### src/rtl/unary_to_binary_decoder_if.sv
// unary_to_binary_decoder_if: unary bit stream in, decoded result out under valid/ready
interface unary_to_binary_decoder_if #(parameter int WIDTH = 4);
    logic             start;
    logic             bit_in;
    logic             bit_valid;
    logic             busy;
    logic [WIDTH:0]   count_out;
    logic [WIDTH-1:0] bin_out;
    logic             therm_err;
    logic             out_valid;
    logic             out_ready;
    modport master(output start, bit_in, bit_valid, out_ready,
                   input busy, count_out, bin_out, therm_err, out_valid);
    modport slave(input start, bit_in, bit_valid, out_ready,
                  output busy, count_out, bin_out, therm_err, out_valid);
endinterface

### src/rtl/unary_to_binary_decoder.sv
// unary_to_binary_decoder: counts ones over a 2^WIDTH-bit frame, decodes value, flags non-thermometer frames
module unary_to_binary_decoder #(
    parameter int WIDTH = 4
) (
    input logic clk,
    input logic rst,
    unary_to_binary_decoder_if.slave bus
);
    localparam logic [1:0] IDLE  = 2'd0;
    localparam logic [1:0] ACCUM = 2'd1;
    localparam logic [1:0] DONE  = 2'd2;
    localparam logic [WIDTH-1:0] LAST = '1;
    logic [1:0]       state;
    logic [WIDTH:0]   ones, ones_n, count_r;
    logic [WIDTH-1:0] idx, bin_r;
    logic             seen_zero, err, err_n, err_r, take, last, restart;
    always_comb begin
        take    = state == ACCUM && bus.bit_valid;
        last    = take && idx == LAST;
        ones_n  = ones + (WIDTH+1)'(bus.bit_in);
        err_n   = err | (bus.bit_in & seen_zero);
        restart = bus.start && (state == IDLE || (state == DONE && bus.out_ready));
    end
    always_ff @(posedge clk) begin
        if (rst) begin
            state     <= IDLE;
            ones      <= '0;
            idx       <= '0;
            seen_zero <= 1'b0;
            err       <= 1'b0;
            count_r   <= '0;
            bin_r     <= '0;
            err_r     <= 1'b0;
        end else begin
            if (restart) begin
                ones      <= '0;
                idx       <= '0;
                seen_zero <= 1'b0;
                err       <= 1'b0;
            end else if (take) begin
                ones      <= ones_n;
                idx       <= idx + WIDTH'(1);
                seen_zero <= seen_zero | ~bus.bit_in;
                err       <= err_n;
            end
            // Result registers change only on the final bit so they hold through IDLE/ACCUM
            if (last) begin
                count_r <= ones_n;
                bin_r   <= ones_n == '0 ? '0 : WIDTH'(ones_n - (WIDTH+1)'(1));
                err_r   <= err_n;
            end
            state <= restart ? ACCUM :
                     last ? DONE :
                     (state == DONE && bus.out_ready) ? IDLE : state;
        end
    end
    assign bus.busy      = state == ACCUM;
    assign bus.out_valid = state == DONE;
    assign bus.count_out = count_r;
    assign bus.bin_out   = bin_r;
    assign bus.therm_err = err_r;
endmodule
### src/flat_wrapper.sv
// flat-port wrapper written by rule: the top's interface ports become plain ports
module unary_to_binary_decoder_flat 
#(
    parameter int WIDTH = 4
)
  (clk, rst, bus_start, bus_bit_in, bus_bit_valid, bus_out_ready, bus_busy, bus_count_out, bus_bin_out, bus_therm_err, bus_out_valid);
  unary_to_binary_decoder_if #(.WIDTH(WIDTH)) bus_i ();
  input logic clk;
  input logic rst;
  input wire logic [$bits(bus_i.start)-1:0] bus_start;
  input wire logic [$bits(bus_i.bit_in)-1:0] bus_bit_in;
  input wire logic [$bits(bus_i.bit_valid)-1:0] bus_bit_valid;
  input wire logic [$bits(bus_i.out_ready)-1:0] bus_out_ready;
  output wire logic [$bits(bus_i.busy)-1:0] bus_busy;
  output wire logic [$bits(bus_i.count_out)-1:0] bus_count_out;
  output wire logic [$bits(bus_i.bin_out)-1:0] bus_bin_out;
  output wire logic [$bits(bus_i.therm_err)-1:0] bus_therm_err;
  output wire logic [$bits(bus_i.out_valid)-1:0] bus_out_valid;
  assign bus_i.start = bus_start;
  assign bus_i.bit_in = bus_bit_in;
  assign bus_i.bit_valid = bus_bit_valid;
  assign bus_i.out_ready = bus_out_ready;
  assign bus_busy = bus_i.busy;
  assign bus_count_out = bus_i.count_out;
  assign bus_bin_out = bus_i.bin_out;
  assign bus_therm_err = bus_i.therm_err;
  assign bus_out_valid = bus_i.out_valid;
  unary_to_binary_decoder #(.WIDTH(WIDTH)) u_core (.clk(clk), .rst(rst), .bus(bus_i));
endmodule
### config.mk
export PLATFORM = sky130hd
export DESIGN_NAME = unary_to_binary_decoder_flat
export DESIGN_NICKNAME = d
export VERILOG_FILES = /design/src/rtl/unary_to_binary_decoder_if.sv /design/src/rtl/unary_to_binary_decoder.sv /design/src/flat_wrapper.sv
export SDC_FILE = /design/constraint.sdc
export NUM_CORES = 1
export LEC_CHECK = 0
export CAP_MARGIN = 30
export CORE_MARGIN = 2
export CORE_UTILIZATION = 50
export DETAILED_ROUTE_END_ITERATION = 7
export PLACE_DENSITY_LB_ADDON = 0.15
export REMOVE_ABC_BUFFERS = 1
export SLEW_MARGIN = 10
export SYNTH_ARGS = -nofsm -noshare
export SYNTH_HDL_FRONTEND = slang
export SYNTH_SLANG_ARGS = --single-unit
### constraint.sdc
create_clock -name clk -period 1.9 [get_ports clk]
set_input_delay 0.38 -clock clk [delete_from_list [all_inputs] [get_ports clk]]
set_output_delay 0.38 -clock clk [all_outputs]
set_load 0.1 [all_outputs]
==> out/results.tsv <==
metric	value	unit
drv_slew	0	
netlist_area	1070	um^2
synth_cells	120	
grt_max_degree	14	
status	finished, final reports clean	
fin_crit_sh	89.3	%
hold_buffers	0	
path_class	register to register	
crit_buf_inv	2	
place_area	1370	um^2
synth_fa_ha_area_share	5.87	%
fin_skew	0.00516	ns
cts_htree_levels	1	
core	1980	um^2
grt_first_pass_wirelength	3880	um
grt_pass1_vias	905	
final_hold_viol_count	0	
setup_violations	0	
yosysSeqAreaShare	43.2	%
die_width	50.2	um
drt-initial-drc-count	17	
post-place-cells	176	
drc	0	
grt-ovfl-total	0	
firstDrtPassIters	4	
rsz0062_at_grt	false	
wl_per_cell	12.7	um
yosysTopAreaCellShare	43.2	%
worst_pin_slew	0.306	ns
combPwrFrac	11.6	%
place_congestion	0.765	
cts_root_buffer	clkbuf_4	
numCtsBuffers	3	
yosys.area_share.xor_xnor	8.22	%
clock.fmax	589	MHz
yosysTopAreaCell	dfxtp_1	
yosys_warnings	0	
diodes	0	
pin_count	18	
stdcell_area	1420	um^2
cts_tree	done	
worstPathArrival	1.91	ns
end_kind	register	
synth_seq_cells	23	
cp_data_required_time	2.12	ns
p_clk_share	27.4	%
ir_worst_vdd	0.508	mV
crit_family	adder cells	
synth.area.top_cells	dfxtp_1 (43%), nor2_1 (7.0%), ha_1 (5.9%)	
ant_nets	0	
p_int	0.000610	W
drt_wl_total	2290	um
via_count	941	
crit_top_cell	ha_1	
post_cts_buffers	0	
layoutNonFillerInstCount	180	
port_buffers	17	
p_sw_share	24.2	%
slew_headroom	79.6	%
yosys.area_share.simple	22.4	%
antenna_found_initial	0	
synth_top_family_by_area	simple AND/OR/NAND/NOR gates	
fin_crit	1.70	ns
powerDensity	568	nW/um^2
viasPerCell	5.23	
fp-row-count	16	
area_growth	32.7	%
p_sw	0.000194	W
dp_hpwl	1740	um
initial_core_util	53.8	%
pwr-share-seq	61.0	%
holdWs	0.463	ns
fin_nets	165	
crit_fanout	2	
track_usage	20.3	%
yosys.cell_types.count	28	
synth_compound_area_share	16.4	%
crit_path_cell_trace	ha_2, ha_1, inv_1, buf_4, ha_1, xnor2_1, o41ai_2	
hold_path.class	register to register	
clock_sinks	23	
maxCapViolCount	0	
max_stage_delay	0.34	ns
cp-start-kind	register	
leakagePower	0.584	nW
synth.avg_cell_area	8.88	um^2
die-area	2520	um^2
reg2reg_slack	0.20	ns
die_h	50.2	um
muxShareOfSynthArea	0	%
path_clk_slew	0.12	ns
clk_path_buf_depth	2	
crit_path_top_delay_cell	dfxtp_1	
clkLatencyLatePin	0.31	ns
drive_above_1_share	26.8	%
## power by group through the flow
stage	Clock, W	Sequential (W)	Combinational, W
final	0.000220	0.000491	0.0000931
after global routing	0.000250	0.000492	0.000100
after CTS	0.000225	0.000491	0.0000931
after detailed placement	0	0.000502	0.0000915
after global placement	0	0.000501	0.0000902
after floorplan	0	0.000501	0.0000456
## final cells by class
| cell class | count | area, um^2 |
|---|---|---|
| clock buffer | 4 | 26.3 |
| fill | 143 | 567 |
| sequential | 23 | 460 |
| multi-input combinational | 87 | 581 |
| inverter | 5 | 18.8 |
| tap | 27 | 33.8 |
| timing repair buffer | 34 | 295 |
## tightest hold or removal path, cell delays in order (launching register included)
cell and delay (ns):
dfxtp_1 0.33, nand2_1 0.05, a21oi_1 0.05
## repair_timing
item,in CTS,in global routing
pin swaps,0,2
setup endpoints to repair,3,4
gates resized for setup,2,2
## through the flow
step	power (W)	setup TNS [ns]	util [%]	worst slack (ns)
floorplan	0.000546	-0.366	-	-0.234
global placement	0.000592	-1.38	69.1	-0.321
detailed placement	0.000593	-1.65	69.1	-0.386
CTS	0.000809	-0.0121	71.1	-0.0121
global route	0.000842	0	71.4	0.100
finish	0.000804	0	71.4	0.203
## routing by layer
| layer | global-route usage, % | part of all wire (%) | up-vias |
|---|---|---|---|
| met5 | 0 | 0 | - |
| met4 | 9.26 | 1.7 | 0 |
| met3 | 2.98 | 3.7 | 5 |
| met2 | 34.9 | 51 | 24 |
| met1 | 24.7 | 44 | 438 |
| li1 | - | - | 474 |
## path summary, 6_finish.rpt
kind                                                            from                                    to  depth (start not counted)
worst min-delay path            u_core.bus.count_out[0]$_SDFFE_PP0P_  u_core.bus.count_out[0]$_SDFFE_PP0P_                          2
worst max register to register           u_core.ones[0]$_SDFFE_PP0P_    u_core.bus.bin_out[2]$_SDFFE_PP0P_                          7
worst min register to register  u_core.bus.count_out[0]$_SDFFE_PP0P_  u_core.bus.count_out[0]$_SDFFE_PP0P_                          2
worst max-delay path                     u_core.ones[0]$_SDFFE_PP0P_    u_core.bus.bin_out[2]$_SDFFE_PP0P_                          7
## registers in the layout, summed over array words and instances, names as in the netlist
register	cells
u_core.bus.therm_err	1
u_core.err	1
u_core.state	2
u_core.bus.count_out	5
u_core.bus.bin_out	4
u_core.seen_zero	1
u_core.ones	5
u_core.idx	4
## placed cells by master (no fill, tap or decap), types with 5 or more instances in the layout
master,count
buf_4,27
dfxtp_1,23
nor2_1,20
nand2_1,13
a21oi_1,8
inv_1,5
xnor2_1,5
## synth_stat cells (all sizes together)
master and number:
ha 5, o211ai 1, o41ai 2, clkbuf 2, nand2 13, a31oi 1
buf 3, a311oi 1, nand3 4, and3 1, nand3b 3, xor2 5
nor3 3, a21o 2, nor2 20, inv 5, nand4 1, a21oi 8
xnor2 5, dfxtp 23, and3b 2, o21ai 1, a211oi 4, o21bai 2
or2 2, o221ai 1
## logic make-up (layout without fill, tap and decap cells)
family	Yosys count	after routing
AOI/OAI and AO/OA	23	23
xor gates and xnor gates	10	10
buffers and inverters	10	43
DFF	23	23
adders and majority gates	5	5
and+or+nand+nor	49	49
Note: power is estimated with default switching activity, not from simulation.
